**config.mk**
```make
export PLATFORM = sky130hd
export DESIGN_NAME = crop_filter_stream
export DESIGN_NICKNAME = d
export VERILOG_FILES = /design/src/rtl/crop_filter_stream.sv
export SDC_FILE = /design/constraint.sdc
export NUM_CORES = 1
export LEC_CHECK = 0
export CAP_MARGIN = 25
export CORE_MARGIN = 2
export CORE_UTILIZATION = 58
export DETAILED_ROUTE_END_ITERATION = 6
export PLACE_DENSITY = 0.78
export SLEW_MARGIN = 15
export SYNTH_ARGS = -nofsm -noshare
export SYNTH_HDL_FRONTEND = slang
export SYNTH_SLANG_ARGS = --single-unit
```
**constraint.sdc**
```tcl
create_clock -name clk -period 5.75 [get_ports clk]
set_clock_uncertainty 0.15 [all_clocks]
set_input_delay 1.725 -clock clk [delete_from_list [all_inputs] [get_ports clk]]
set_output_delay 1.725 -clock clk [all_outputs]
set_load 0.02 [all_outputs]
```
**src/rtl/crop_filter_stream.sv**
```systemverilog
// Streaming crop stage: forwards only pixels inside a programmable window of a raster frame,
// tags them with frame/line markers and buffers them in a registered 2-entry skid buffer.
module crop_filter_stream #(
  parameter int PIXEL_BIT_WIDTH = 12,
  parameter int CHANNELS        = 1,
  parameter int IN_ROWS         = 40,
  parameter int IN_COLS         = 40,
  parameter int Y_1             = 10,
  parameter int X_1             = 10,
  parameter int OUT_ROWS        = 20,
  parameter int OUT_COLS        = 20
) (
  input  logic                                clk,
  input  logic                                reset,
  input  logic                                cfg_valid,
  input  logic [$clog2(IN_ROWS):0]            cfg_y1,
  input  logic [$clog2(IN_COLS):0]            cfg_x1,
  input  logic [$clog2(IN_ROWS):0]            cfg_rows,
  input  logic [$clog2(IN_COLS):0]            cfg_cols,
  input  logic [PIXEL_BIT_WIDTH*CHANNELS-1:0] pixel_in,
  input  logic                                in_sof,
  input  logic                                in_valid,
  output logic                                in_ready,
  output logic [PIXEL_BIT_WIDTH*CHANNELS-1:0] pixel_out,
  output logic                                out_valid,
  input  logic                                out_ready,
  output logic                                out_sof,
  output logic                                out_eol,
  output logic                                out_eof,
  output logic                                frame_err
);

  localparam int YW = $clog2(IN_ROWS) + 1;
  localparam int XW = $clog2(IN_COLS) + 1;
  localparam int DW = PIXEL_BIT_WIDTH * CHANNELS;

  // state    | meaning
  // WAIT_SOF | between frames; beats without in_sof are dropped
  // ACTIVE   | inside a frame; x/y track the next expected coordinate
  typedef enum logic {WAIT_SOF, ACTIVE} state_t;

  state_t state, state_nxt;
  logic [YW-1:0] y, y_nxt, act_y1, act_rows, pend_y1, pend_rows;
  logic [XW-1:0] x, x_nxt, act_x1, act_cols, pend_x1, pend_cols;
  logic err_set;

  logic          accept, live, in_win, push, pop;
  logic [YW-1:0] beat_y, win_y1, win_rows;
  logic [XW-1:0] beat_x, win_x1, win_cols;
  logic [YW:0]   y_sum, y_end;
  logic [XW:0]   x_sum, x_end;
  logic          mk_sof, mk_eol, mk_eof;

  logic [DW-1:0] tail_pix;
  logic          tail_sof, tail_eol, tail_eof, tail_valid, tail_valid_nxt;

  assign accept = in_valid & in_ready;
  assign pop    = out_valid & out_ready;
  assign live   = in_sof | (state == ACTIVE);

  // A start-of-frame beat is evaluated against the pending window it is about to load.
  assign win_y1   = in_sof ? pend_y1   : act_y1;
  assign win_x1   = in_sof ? pend_x1   : act_x1;
  assign win_rows = in_sof ? pend_rows : act_rows;
  assign win_cols = in_sof ? pend_cols : act_cols;
  assign beat_y   = in_sof ? '0 : y;
  assign beat_x   = in_sof ? '0 : x;

  assign y_sum = {1'b0, win_y1} + {1'b0, win_rows};
  assign x_sum = {1'b0, win_x1} + {1'b0, win_cols};
  assign y_end = (y_sum > (YW+1)'(IN_ROWS)) ? (YW+1)'(IN_ROWS) : y_sum;
  assign x_end = (x_sum > (XW+1)'(IN_COLS)) ? (XW+1)'(IN_COLS) : x_sum;

  assign in_win = ({1'b0, beat_y} >= {1'b0, win_y1}) && ({1'b0, beat_y} < y_end) &&
                  ({1'b0, beat_x} >= {1'b0, win_x1}) && ({1'b0, beat_x} < x_end);
  assign push   = accept & live & in_win;

  assign mk_sof = (beat_y == win_y1) && (beat_x == win_x1);
  assign mk_eol = ({1'b0, beat_x} == x_end - (XW+1)'(1));
  assign mk_eof = ({1'b0, beat_y} == y_end - (YW+1)'(1)) && mk_eol;

  always_comb begin
    state_nxt = state;
    x_nxt     = x;
    y_nxt     = y;
    err_set   = 1'b0;
    if (accept && live) begin
      if (in_sof && (state == ACTIVE) && ((x != '0) || (y != '0)))
        err_set = 1'b1;
      state_nxt = ACTIVE;
      if (beat_x == XW'(IN_COLS - 1)) begin
        x_nxt = '0;
        if (beat_y == YW'(IN_ROWS - 1)) begin
          y_nxt     = '0;
          state_nxt = WAIT_SOF;
        end else begin
          y_nxt = beat_y + YW'(1);
        end
      end else begin
        x_nxt = beat_x + XW'(1);
        y_nxt = beat_y;
      end
    end
  end

  always_ff @(posedge clk or negedge reset) begin
    if (!reset) begin
      state     <= WAIT_SOF;
      x         <= '0;
      y         <= '0;
      frame_err <= 1'b0;
      act_y1    <= YW'(Y_1);
      act_x1    <= XW'(X_1);
      act_rows  <= YW'(OUT_ROWS);
      act_cols  <= XW'(OUT_COLS);
      pend_y1   <= YW'(Y_1);
      pend_x1   <= XW'(X_1);
      pend_rows <= YW'(OUT_ROWS);
      pend_cols <= XW'(OUT_COLS);
    end else begin
      state <= state_nxt;
      x     <= x_nxt;
      y     <= y_nxt;
      if (err_set)
        frame_err <= 1'b1;
      if (cfg_valid) begin
        pend_y1   <= cfg_y1;
        pend_x1   <= cfg_x1;
        pend_rows <= cfg_rows;
        pend_cols <= cfg_cols;
      end
      if (accept && in_sof) begin
        act_y1   <= pend_y1;
        act_x1   <= pend_x1;
        act_rows <= pend_rows;
        act_cols <= pend_cols;
      end
    end
  end

  // Push never coincides with a full buffer because in_ready already mirrors !tail_valid.
  always_comb begin
    tail_valid_nxt = tail_valid;
    if (tail_valid)
      tail_valid_nxt = !(pop && !push);
    else
      tail_valid_nxt = push && !pop && out_valid;
  end

  always_ff @(posedge clk or negedge reset) begin
    if (!reset) begin
      out_valid  <= 1'b0;
      pixel_out  <= '0;
      out_sof    <= 1'b0;
      out_eol    <= 1'b0;
      out_eof    <= 1'b0;
      tail_valid <= 1'b0;
      tail_pix   <= '0;
      tail_sof   <= 1'b0;
      tail_eol   <= 1'b0;
      tail_eof   <= 1'b0;
      in_ready   <= 1'b0;
    end else begin
      tail_valid <= tail_valid_nxt;
      in_ready   <= !tail_valid_nxt;
      case ({push, pop})
        2'b10: begin
          if (!out_valid) begin
            out_valid <= 1'b1;
            pixel_out <= pixel_in;
            out_sof   <= mk_sof;
            out_eol   <= mk_eol;
            out_eof   <= mk_eof;
          end else begin
            tail_pix <= pixel_in;
            tail_sof <= mk_sof;
            tail_eol <= mk_eol;
            tail_eof <= mk_eof;
          end
        end
        2'b01: begin
          if (tail_valid) begin
            pixel_out <= tail_pix;
            out_sof   <= tail_sof;
            out_eol   <= tail_eol;
            out_eof   <= tail_eof;
          end else begin
            out_valid <= 1'b0;
          end
        end
        2'b11: begin
          if (tail_valid) begin
            pixel_out <= tail_pix;
            out_sof   <= tail_sof;
            out_eol   <= tail_eol;
            out_eof   <= tail_eof;
            tail_pix  <= pixel_in;
            tail_sof  <= mk_sof;
            tail_eol  <= mk_eol;
            tail_eof  <= mk_eof;
          end else begin
            pixel_out <= pixel_in;
            out_sof   <= mk_sof;
            out_eol   <= mk_eol;
            out_eof   <= mk_eof;
          end
        end
        default: ;
      endcase
    end
  end

endmodule

```
==> results of run 1 <==
[Yosys cell counts (all sizes together), types with 3 or more instances]
cell,instances
xor2,6
o211a,3
o21a,4
o31ai,5
ha,45
or2,3
nand3,8
nand4,9
dfrtp,89
mux2,86
a211o,4
xnor2,16
or4,3
dfstp,16
a211oi,4
nor4,5
a21oi,28
nand2b,10
nor2b,16
and3,6
mux2i,29
and2,6
o21ai,41
o211ai,6
inv,35
a31oi,4
nand2,48
buf,8
clkbuf,14
nor3,12
a2111oi,8
o41ai,3
nor2,19
o22ai,4
a21o,5
[through the flow]
step | setup slack [ns] | cells | total power (uW)
floorplan | -0.3401 | 640 | 2444
finish | -0.1468 | 948 | 4264
detailed placement | -0.8542 | 914 | 3375
CTS | -0.07154 | 943 | 4127
global route | -0.2716 | 948 | 4559
global placement | -0.7900 | 913 | 3274
[timing repair]
action                                  CTS  global route
pin swaps                                19            13
resized for setup                        39            34
cloned                                    2             0
endpoints found under the setup margin   32            32
buffers inserted                         11             4
[worst min path at each step]
stage / end / depth (start not counted) / slack [ns]
floorplan: out_sof / 2 / 0.30
global placement: pixel_out[10] / 2 / 0.31
finish: pixel_out[1] / 2 / 0.34
global route: frame_err / 1 / 0.37
CTS: pixel_out[1] / 2 / 0.34
detailed placement: pixel_out[1] / 2 / 0.32
[logic make-up (layout without fill, tap and decap cells)]
group / count (synthesis) / count (layout) / share of synthesized area [%]
other: 1 / 2 / 0.05559
xor gates and xnor gates: 22 / 22 / 3.079
buffers and inverters: 57 / 222 / 3.265
muxes: 115 / 115 / 18.72
DFF: 105 / 105 / 39.25
and+or+nand+nor: 154 / 154 / 11.91
adders and majority gates: 48 / 48 / 9.089
AOI/OAI and AO/OA: 137 / 137 / 14.64
[cell type report]
type,instances,area [um2]
multi-input combinational,478,4312
sequential,105,2648
fill,700,2221
timing repair buffer,171,1595
clock buffer,12,256.5
tap,143,178.9
inverter,35,131.4
clock inverter,4,27.53
[registers in the layout, summed over array words and instances (netlist names), 7 cells and up]
register   cells
act_cols       7
act_rows       7
act_x1         7
act_y1         7
pend_cols      7
pend_rows      7
pend_x1        7
pend_y1        7
pixel_out     12
tail_pix      12
x              7
y              7
[power by group]
part | switching (uW) | total, uW | internal, uW | leakage [uW]
clock | 273 | 591 | 318 | 0.000143
sequential | 103 | 1010 | 906 | 0.00130
combinational | 1250 | 2660 | 1410 | 0.00256
[routing by layer]
metal	vias up	GRT usage, %
met3	35	6.532
met5	-	0
met1	2771	34.38
met4	0	8.395
met2	187	47.84
li1	2655	-
[worst max-delay path: stages]
cell       delay (ns)
buf_12           0.12
buf_12           0.14
mux2i_4          0.19
buf_6            0.13
fa_2             0.41
nand2b_4         0.18
a21oi_4          0.15
mux2i_2          0.30
nand2_2          0.09
and2_4           0.15
buf_4            0.14
nand2_2          0.07
ha_2             0.27
o21a_1           0.18
o21ai_2          0.14
a21oi_2          0.05
nor4_2           0.30
o211ai_1         0.16
buf_4            0.17
a21oi_4          0.11
a21boi_4         0.26
clkbuf_16        0.21
mux2i_2          0.23
o21ai_1          0.09
==> impl_metrics.yaml, run 1 <==
cells_and_area:
  finish.utilization_pct: 80.47
  layout_commonest_cell: "buf_4"
  syn_to_final_growth_pct: 35.63
  final_cell_mix: "buf_4 (95), dfrtp_1 (89), mux2_2 (77)"
  drive_above_1_share_pct: 37.76
  stdcell_area_mm2: 0.009149
  nets: 893
  diodes: 0
timing:
  fin_ws_ns: -0.1468
  final.setup.tns_ns: -1.902
  slew_viol_final: 0
  period_needed_ns: 5.897
  rsz0062_at_grt: "yes"
  hold_viol: 0
  slew_headroom_pct: 59.67
  setup_viol: 25
  worst_slew_pin_slew_ns: 0.6037
  final.period_utilization_pct: 102.6
  timing.fmax_ghz: 0.1696
  hold-worst-slack_ns: 0.3432
worst_setup_path:
  startpoint: "in_sof"
  critPathKind: "primary input to flop"
  worstPathArrival_ns: 5.99
  reg2reg_slack_ns: 1.01
  rr_endpoint: "pixel_out[0]"
  crit_path_end_kind: "flop"
  r2r_start: "pend_x1[1]"
  crit_path_start_kind: "primary input"
  r2r_cells: 22
  crit_required_ns: 5.84
  cp-endpoint: "pixel_out[0]"
  worstPathMaxFanout: 8
yosys:
  synth_edf_count: 0
  ys_top_cells_by_area: "dfrtp_1 (33%), mux2_2 (14%), ha_1 (8.3%)"
  synth_cells: 639
  synth_top_area_cell: "dfrtp_1"
  synth_ff_type: "dfrtp_1"
  synth_area_per_cell_um2: 10.56
  yosys.area.top_type_share_pct: 33.02
  synth_cell_types: 77
  ys_warn_count: 0
  yosysSeqAreaShare_pct: 39.25
  async_reset_ff_share_pct: 100.0
  syn-cell-area_mm2: 0.006745
  ys_seq_elements: 105
routing:
  drt-met1-wl_um: 7015
  routed_via_density: 5.958
  wirelength_um: 16650
  drtPass1Iterations: 5
  routed-wl-met2_um: 8468
  drc: 0
  drt.antenna.violating_nets: 0
  dr_total_vias: 5648
  drt_iter0_markers: 329
  dr.max_layer_used: "met4"
  routedWlPerCell_um: 17.56
  wl_met3_um: 740
clock_tree:
  clk_latency_ns: 0.36
  cts_hold_buf: 0
  clkSlewWorstSetupHoldPaths_ns: 0.07
  cts_tree: "done"
  cts.sinks: 105
  htreeDepth: 3
  cts_made_buffers: 9
  clock-root-buffer: "clkbuf_16"
  cts_buffer_depth: 2
global_route:
  grt_pass1_vias: 5775
  antenna_found_initial: 0
  globalRouteTotalUtil_pct: 27.60
  grt_max_degree: 75
  grt_pass1_wl_um: 27900
  overflow: 0
run:
  max-cap-violations: 0
placed_design:
  place.gp.congestion: 0.8542
  dpl.hpwl_um: 11760
  portBuffers: 63
  dpl_cell_area_mm2: 0.008335
run_status:
  status: "complete, but fails checks"
  violations: "negative setup slack"
pwr:
  p_leak_uw: 0.003999
  ir_worst_vdd_uv: 421.5
  powerDensity_mw_per_mm2: 466.1
floorplanning:
  die_h_um: 111.8
  die_area_mm2: 0.01251
  die_w_um: 111.8
  core-area_mm2: 0.01137
  initial_core_util_pct: 59.33
  ioPinCount: 64
  num_rows: 39
min_path:
  min_from: "tail_pix[1]"
  hp-class: "flop to flop"
Note: power is estimated with default switching activity, not from simulation.
==> run 2, diff against run 1 <==
Settings changed: HOLD_SLACK_MARGIN set to 0.03.
==> results of run 2 <==
Final layout, timing and power as in run 1 (identical DEF).
==> run 3, diff against run 2 <==
Settings changed: RECOVER_POWER set to 25.
==> run 3 against run 2 <==
The flow finishes with violations (max-capacitance violations, max-slew violations, negative setup slack). Total power is 0.10% lower. Sequential cell count unchanged. Sequential share of layout area up 0.067 points. Critical endpoint unchanged. Design area fell by 0.23%. Clock power is essentially flat. Critical path type unchanged. Highest routed layer unchanged. Critical path depth unchanged.
==> impl_metrics.yaml, run 3 (synthesis results as in run 1) <==
worst_setup_path:
  critPathKind: "primary input to flop"
  worst_path_max_delay_cell: "fa_2"
  r2r_start: "pend_x1[1]"
  crit_path_end_kind: "flop"
  crit_required_ns: 5.84
  worstPathCellList: "buf_12, buf_12, mux2i_4, buf_6, fa_2, nand2b_4, a21oi_4, mux2i_2, nand2_2, and2_4, buf_4, nand2_2, ha_2, o21a_1, o21ai_2, a21oi_2, nor4_2, o211ai_1, buf_4, a21oi_4, a21boi_4, clkbuf_16, mux2i_2, o21ai_1"
  crit_path_start_kind: "primary input"
  startpoint: "in_sof"
  worstPathArrival_ns: 6.00
  worstPathMaxFanout: 8
  critPathMaxStageDelay_ns: 0.41
cells_and_area:
  drive_above_1_share_pct: 37.52
  fin_cells: 948
  layout_commonest_cell: "buf_4"
  syn_to_final_growth_pct: 35.32
  top_regs: "pixel_out: 12 flops, tail_pix: 12 flops"
  stdcell_area_mm2: 0.009128
  finish.utilization_pct: 80.28
  final_cell_mix: "buf_4 (94), dfrtp_1 (89), mux2_2 (77)"
  nets: 893
  num-fill-cells: 703
  diodes: 0
floorplanning:
  num_rows: 39
  core-area_mm2: 0.01137
  die_w_um: 111.8
  die_h_um: 111.8
  initial_core_util_pct: 59.33
  die_area_mm2: 0.01251
  ioPinCount: 64
timing:
  final.period_utilization_pct: 102.7
  slew_headroom_pct: -87.93
  period_needed_ns: 5.905
  worst_slew_pin_slew_ns: 2.819
  setup_viol: 25
  slew_viol_final: 65
  rsz0062_at_grt: "yes"
  timing.fmax_ghz: 0.1694
  fin_ws_ns: -0.1546
  hold_viol: 0
routing:
  routed_via_density: 5.960
  drtPass1Iterations: 5
  drt.antenna.violating_nets: 0
  wirelength_um: 16580
  drc: 0
  routedWlPerCell_um: 17.49
  drt_iter0_markers: 342
  dr_total_vias: 5650
min_path:
  min_from: "tail_pix[1]"
  hp-class: "flop to flop"
pwr:
  power_uw: 4260
  ir_worst_vdd_uv: 421.5
  powerDensity_mw_per_mm2: 466.7
  p_leak_uw: 0.003987
placed_design:
  dp_slack_ns: -0.8542
  post-place-cells: 914
  dpl_cell_area_mm2: 0.008335
  place.gp.congestion: 0.8542
  portBuffers: 63
  dpl.hpwl_um: 11760
clock_tree:
  cts.sinks: 105
  cts_made_buffers: 9
  cts_buffer_depth: 2
  clock-root-buffer: "clkbuf_16"
  cts_tree: "done"
  clk_latency_ns: 0.36
  htreeDepth: 3
  clkSlewWorstSetupHoldPaths_ns: 0.07
global_route:
  globalRouteTotalUtil_pct: 27.60
  grt_pass1_wl_um: 27900
  antenna_found_initial: 0
  grt_pass1_vias: 5775
  overflow: 0
  grt_max_degree: 75
run_status:
  violations: "max-capacitance violations, max-slew violations, negative setup slack"
  status: "complete, but fails checks"
run:
  max-cap-violations: 1
run 3: critical path, delay by kind of cell:
family          cells  cell delay, ns
mux                 3            0.72
compound gates      8            1.16
simple gates        5            0.80
fa+ha+maj           2            0.68
buf+inv             6            0.92
run 3: power breakdown:
group          internal, uW  switching [uW]
clock                   318             273
combinational          1410            1250
sequential              907             103
total                  2640            1620
run 3: final cells by class:
class                      count  area, um2  area share [%]
sequential                   105       2648           29.01
multi-input combinational    478       4312           47.24
timing repair buffer         171       1574           17.24
clock inverter                 4      27.53          0.3016
tap                          143      178.9           1.960
clock buffer                  12      256.5           2.810
inverter                      35      131.4           1.439
run 3: per-layer routing:
metal	global-route usage, %	routed length [um]
met1	34.38	6997
met2	47.84	8396
met3	6.532	737
met4	8.395	448
met5	0	0
run 3: worst paths after layout:
kind	end	slack (ns)	cells after the start
max in group asynchronous	pend_rows[3]	0.92	2
setup / recovery	pixel_out[0]	-0.15	24
hold reg to reg	pixel_out[1]	0.34	2
setup reg to reg	pixel_out[0]	1.01	22
hold / removal	pixel_out[1]	0.34	2
min in group asynchronous	in_ready	1.20	1
run 3: per-stage QoR:
stage	hold WS (ns)	setup TNS, ns
after global routing	0.3713	-5.410
after detailed placement	0.3225	-21.86
after global placement	0.3141	-16.13
final	0.3423	-2.203
after floorplan	0.3017	-7.663
after CTS	0.3389	-0.6862
run 3: what timing repair did:
action                                  4_1_cts  5_1_grt
gates cloned                                  2        0
pin swaps                                    19       13
gates resized for setup                      39       34
setup buffers                                11        4
endpoints found under the setup margin       32       32
hold buffers                                  0        0
